$ cat src/rtl/jump_pkg.sv
// Jump-interface encodings shared by the jump controller and the height/sprite consumer.
// Latency: n/a (constants and types only); backpressure: n/a.
package jump_pkg;

  localparam int H_W = 8;

  localparam logic [1:0] JS_IDLE = 2'b00;
  localparam logic [1:0] JS_RISE = 2'b01;
  localparam logic [1:0] JS_FALL = 2'b10;
  localparam logic [1:0] JS_HANG = 2'b11;

  typedef enum logic [1:0] {
    ST_IDLE = JS_IDLE,
    ST_RISE = JS_RISE,
    ST_FALL = JS_FALL,
    ST_HANG = JS_HANG
  } jstate_t;

endpackage

$ cat src/rtl/btn_sync_edge.sv
// Two-flop synchroniser plus registered rising-edge pulse for a raw button.
// Latency: press pulses 3 clk edges after the button rises; no backpressure.
module btn_sync_edge (
  input  logic clk,
  input  logic rst,
  input  logic btn,
  output logic press
);

  logic s1, s2, s3;

  always_ff @(posedge clk) begin
    if (rst) begin
      s1    <= 1'b0;
      s2    <= 1'b0;
      s3    <= 1'b0;
      press <= 1'b0;
    end else begin
      s1    <= btn;
      s2    <= s1;
      s3    <= s2;
      press <= s2 & ~s3;
    end
  end

endmodule

$ cat src/rtl/jump_ctrl.sv
// Turns the jump button into a tick-stepped jump state and height, with apex hang and a one-deep press buffer.
// Latency: changes land one clk after a tick cycle; no backpressure, run=0 freezes all motion and drops presses.
module jump_ctrl
  import jump_pkg::*;
#(
  parameter int TICK_DIV   = 2_500_000,
  parameter int STEP       = 50,
  parameter int H_MAX      = 200,
  parameter int HANG_TICKS = 2
) (
  input  logic           clk,
  input  logic           rst,
  input  logic           btn_jump,
  input  logic           run,
  output logic [1:0]     jumpstate,
  output logic [H_W-1:0] hnow,
  output logic           airborne,
  output logic           landed,
  output logic [15:0]    jump_cnt
);

  localparam int             DW       = $clog2(TICK_DIV);
  localparam logic [DW-1:0]  DIV_LAST = DW'(TICK_DIV - 1);
  localparam logic [H_W-1:0] STEP_H   = H_W'(STEP);
  localparam logic [H_W-1:0] HMAX_H   = H_W'(H_MAX);
  localparam logic [7:0]     HANG_N   = 8'(HANG_TICKS);

  jstate_t        state, state_nx;
  logic [DW-1:0]  div_cnt;
  logic           tick, press, press_ok, pending, pend_eff;
  logic [7:0]     hang_cnt, hang_nx;
  logic [H_W-1:0] h_nx;
  logic [H_W:0]   h_sum;
  logic           start, land;

  btn_sync_edge u_sync (
    .clk   (clk),
    .rst   (rst),
    .btn   (btn_jump),
    .press (press)
  );

  assign tick      = run && (div_cnt == DIV_LAST);
  assign press_ok  = press && run && (state == ST_IDLE || state == ST_FALL);
  // A press arriving on the tick cycle itself may launch from IDLE immediately.
  assign pend_eff  = pending | press_ok;
  assign h_sum     = {1'b0, hnow} + {1'b0, STEP_H};
  assign jumpstate = state;

  always_comb begin
    state_nx = state;
    h_nx     = hnow;
    hang_nx  = hang_cnt;
    start    = 1'b0;
    land     = 1'b0;
    if (tick) begin
      case (state)
        ST_IDLE: begin
          if (pend_eff) begin
            state_nx = ST_RISE;
            h_nx     = STEP_H;
            start    = 1'b1;
          end else begin
            h_nx = '0;
          end
        end
        ST_RISE: begin
          if (hnow == HMAX_H)
            state_nx = (HANG_TICKS > 0) ? ST_HANG : ST_FALL;
          else if (h_sum > {1'b0, HMAX_H})
            h_nx = HMAX_H;
          else
            h_nx = h_sum[H_W-1:0];
        end
        ST_HANG: begin
          if (hang_cnt + 8'd1 == HANG_N) begin
            state_nx = ST_FALL;
            hang_nx  = '0;
          end else begin
            hang_nx = hang_cnt + 8'd1;
          end
        end
        ST_FALL: begin
          if (hnow == '0) begin
            state_nx = ST_IDLE;
            land     = 1'b1;
          end else if (hnow <= STEP_H) begin
            h_nx = '0;
          end else begin
            h_nx = hnow - STEP_H;
          end
        end
        default: state_nx = ST_IDLE;
      endcase
    end
  end

  always_ff @(posedge clk) begin
    if (rst) begin
      state    <= ST_IDLE;
      hnow     <= '0;
      airborne <= 1'b0;
      landed   <= 1'b0;
      jump_cnt <= '0;
      div_cnt  <= '0;
      hang_cnt <= '0;
      pending  <= 1'b0;
    end else begin
      state    <= state_nx;
      hnow     <= h_nx;
      hang_cnt <= hang_nx;
      airborne <= (state_nx != ST_IDLE);
      landed   <= land;
      if (start)
        jump_cnt <= jump_cnt + 16'd1;
      if (run)
        div_cnt <= tick ? '0 : div_cnt + DW'(1);
      if (start)
        pending <= 1'b0;
      else if (press_ok)
        pending <= 1'b1;
    end
  end

endmodule

$ cat config.mk
export PLATFORM = sky130hd
export DESIGN_NAME = jump_ctrl
export DESIGN_NICKNAME = d
export VERILOG_FILES = /design/src/rtl/jump_pkg.sv /design/src/rtl/btn_sync_edge.sv /design/src/rtl/jump_ctrl.sv
export SDC_FILE = /design/constraint.sdc
export NUM_CORES = 1
export LEC_CHECK = 0
export ABC_AREA = 1
export CAP_MARGIN = 25
export CORE_MARGIN = 3
export CORE_UTILIZATION = 63
export CTS_CLUSTER_SIZE = 24
export DETAILED_ROUTE_END_ITERATION = 10
export PLACE_DENSITY = 0.84
export SYNTH_ARGS = -nofsm -noshare
export SYNTH_HDL_FRONTEND = slang
export SYNTH_SLANG_ARGS = --single-unit
$ cat constraint.sdc
create_clock -name clk -period 3.7 [get_ports clk]
set_clock_uncertainty 0.05 [all_clocks]
set_input_delay 0.37 -clock clk [delete_from_list [all_inputs] [get_ports clk]]
set_output_delay 0.37 -clock clk [all_outputs]
set_load 0.005 [all_outputs]
==> run metrics <==
outcome=finished clean; Post-Syn Area=3790 sq um; Rows=27; synth cell count leaders=nand2_1, dfxtp_1, nor2_1; sequential area share after synthesis=around 33%; final hold violations=0; VDD IR max=0.000180 V; share of the synthesized area in the top cell type=around 33%; Post-CTS Resized=0; DRC=0; Clock Path Buffers=2; Antenna Cells=0; Clock Sinks=62; hold slack=about 0.34 ns; Syn-to-layout area delta=13.2%; Worst EP arrival=2.45 ns; initial antenna violation count=0; Setup Viol. Count Final=0; GP Congestion=0.921; pre-CTS WS=about 1.2 ns; fin worst setup slack=between 1 and 1.5 ns; Setup Crit Path Kind=flop to flop; Nets=a little over 600; Ys Warns=0; Design Power=1.28 mW; IO buf count=30; most common cell in the netlist=nand2_1; total die area=around 7000 sq um; CTS Hold Buffers Added=0; crit path cell chain=inv_1 > ha_1 > inv_2 > a21oi_1 > nor2_1 > nor2_2 > nand2_2 > nand2_1 > a21oi_1; ys flop type=dfxtp_1; worst skew pair latency=between 0.3 and 0.4 ns; initial DRC count=320; Critical Path RT=~3.9 ns; CP Max Fanout=13; first-pass GRT wire length=about 15000 um; Critical Path Start Type=flop; Post-synth EDFFs=0; Placed Area=about 4100 sq um; Pins Over Slew Limit=0; final cell utilization of the core=between 70% and 80%; Achievable Freq=roughly 440 MHz; Clock transition at path regs=~0.070 ns; slowest stage delay, CP=roughly 0.42 ns; Syn Inst Count=between 500 and 600; critical path's slowest cell=nor2_2; vias per cell=5.61; Final period util=roughly 62%; vias post-DR=3792; largest net degree at the start of global routing=36; Worst slew margin=between 60% and 70%; Final Cell Area=4290 sq um; pwr dens=298 nW/um^2; worst hold path startpoint=u_sync.s3; Die H=between 80 and 90 um; ANT nets after route=0; hold endpoint=u_sync.press; top cells by area, synth=dfxtp_1, nand2_1, nand3_1; io pins=32; GRT Residual Overflow=0; Hold Crit Depth=1; RSZ-0062 raised after global routing=no; CTS tree=built; # placed instances=660; share of layout cells above drive strength 1=9.27%; Die X=between 80 and 90 um; post-detailed-routing wire length=8730 um; Post-Layout Cell Count=just under 700; Core Area=between 5000 and 6000 sq um; H-tree depth=3; Total GRT Usage=25.7%; Starting Density=between 60% and 70%; Hold Crit Class=flop to flop; Synth Net Count=just under 600; Final TNS setup=0 ns; Worst R2R Start=jumpstate[1]; DR pass1 iterations=5; r2r endpoint=jump_cnt[4]; fin crit period=2.28 ns; worst reg-to-reg path cell count=9; Max-cap violations=0; routed length per instance=between 10 and 15 um; Avg Inst Size Synth=approximately 6.6 sq um; Least-Margin Pin Slew=approximately 0.53 ns; R2R setup slack=1.42 ns; number of global-route vias before repair=about 3500; P_leak=around 1.7 nW; Post-synth ARST share=0%; Root Driver=clkbuf_8; synth unique cells=34; cell taking the most area after synthesis=dfxtp_1; postcts setup bufs=0; register bit total from synthesis=62; most used cell, CP=a21oi_1; CP Capture Type=flop; dpl hpwl=about 6500 um; CTS Buf Count=9
==> worst max-delay path, delay by kind of cell, from the launching register on <==
kind | cells | cell delay (ns)
compound gates | 2 | 0.20
simple gates | 4 | 0.95
buf+inv | 2 | 0.25
flops | 1 | 0.39
fa+ha+maj | 1 | 0.29
==> cell usage in the layout (no fill, tap or decap), types with 2 or more instances in the layout <==
| master | instances |
|---|---|
| a211oi_1 | 2 |
| a21oi_1 | 43 |
| clkbuf_1 | 3 |
| clkbuf_8 | 9 |
| clkdlybuf4s50_1 | 30 |
| clkinv_2 | 4 |
| dfxtp_1 | 62 |
| ha_1 | 11 |
| inv_1 | 56 |
| inv_2 | 20 |
| nand2_1 | 128 |
| nand2_2 | 6 |
| nand3_1 | 51 |
| nand3_2 | 3 |
| nand3b_1 | 2 |
| nand4_1 | 25 |
| nor2_1 | 62 |
| nor2_2 | 2 |
| nor3_1 | 18 |
| nor3_2 | 2 |
| nor4_1 | 5 |
| nor4_4 | 2 |
| o21a_1 | 2 |
| o21ai_0 | 12 |
| o21ai_1 | 10 |
| or2_2 | 2 |
| xnor2_1 | 6 |
| xor2_1 | 18 |
==> cell type report <==
| class | count | area (sq um) |
|---|---|---|
| clock buffers | 12 | 135 |
| clock inverters | 4 | 47.5 |
| fillers | 465 | 1390 |
| inverters | 78 | 295 |
| multi-input cells | 417 | 2170 |
| flip-flops and latches | 62 | 1240 |
| well taps | 72 | 90.1 |
| repair buffers | 31 | 308 |
==> sequential cells by signal (all words and copies together) (netlist names), 2 cells and up <==
signal / count
div_cnt: 22
jump_cnt: 16
hang_cnt: 8
hnow: 7
jumpstate: 2
==> metal layers <==
layer / track usage, % / share of wire [%] / up-vias
met5: 0 / 0 / -
met4: 9.65 / 1.8 / 0
met3: 4.44 / 5.2 / 20
met2: 45.2 / 49 / 128
met1: 31.3 / 44 / 1718
li1: - / - / 1926
==> worst max path at each step <==
stage                  from           end  slack, ns  cells after the start
2_1_floorplan  jumpstate[1]      airborne       1.99                     10
3_3_place_gp            run  jump_cnt[12]       1.29                      8
3_5_place_dp            run  jump_cnt[14]       1.20                      8
4_1_cts        jumpstate[1]  jump_cnt[14]       1.46                      9
5_1_grt        jumpstate[1]   jump_cnt[6]       1.22                      9
6_report       jumpstate[1]   jump_cnt[4]       1.42                      9
==> cell families (layout without fill, tap and decap cells) <==
logic type / count (synthesis) / in the layout / share of synthesized area, %
buffers and inverters: 92 / 125 / 9.94
adders and majority gates: 11 / 11 / 3.63
AOI/OAI and AO/OA: 72 / 72 / 10.1
DFF: 62 / 62 / 32.8
xor gates and xnor gates: 24 / 24 / 5.55
and+or+nand+nor: 309 / 309 / 37.9
other: 1 / 1 / 0.0990
==> where the power goes <==
group	internal [mW]	leakage, nW	switching [mW]
clock network	0.309	0.0904	0.266
logic	0.00832	1.10	0.0217
registers	0.671	0.500	0.00240
Note: power is estimated with default switching activity, not from simulation.
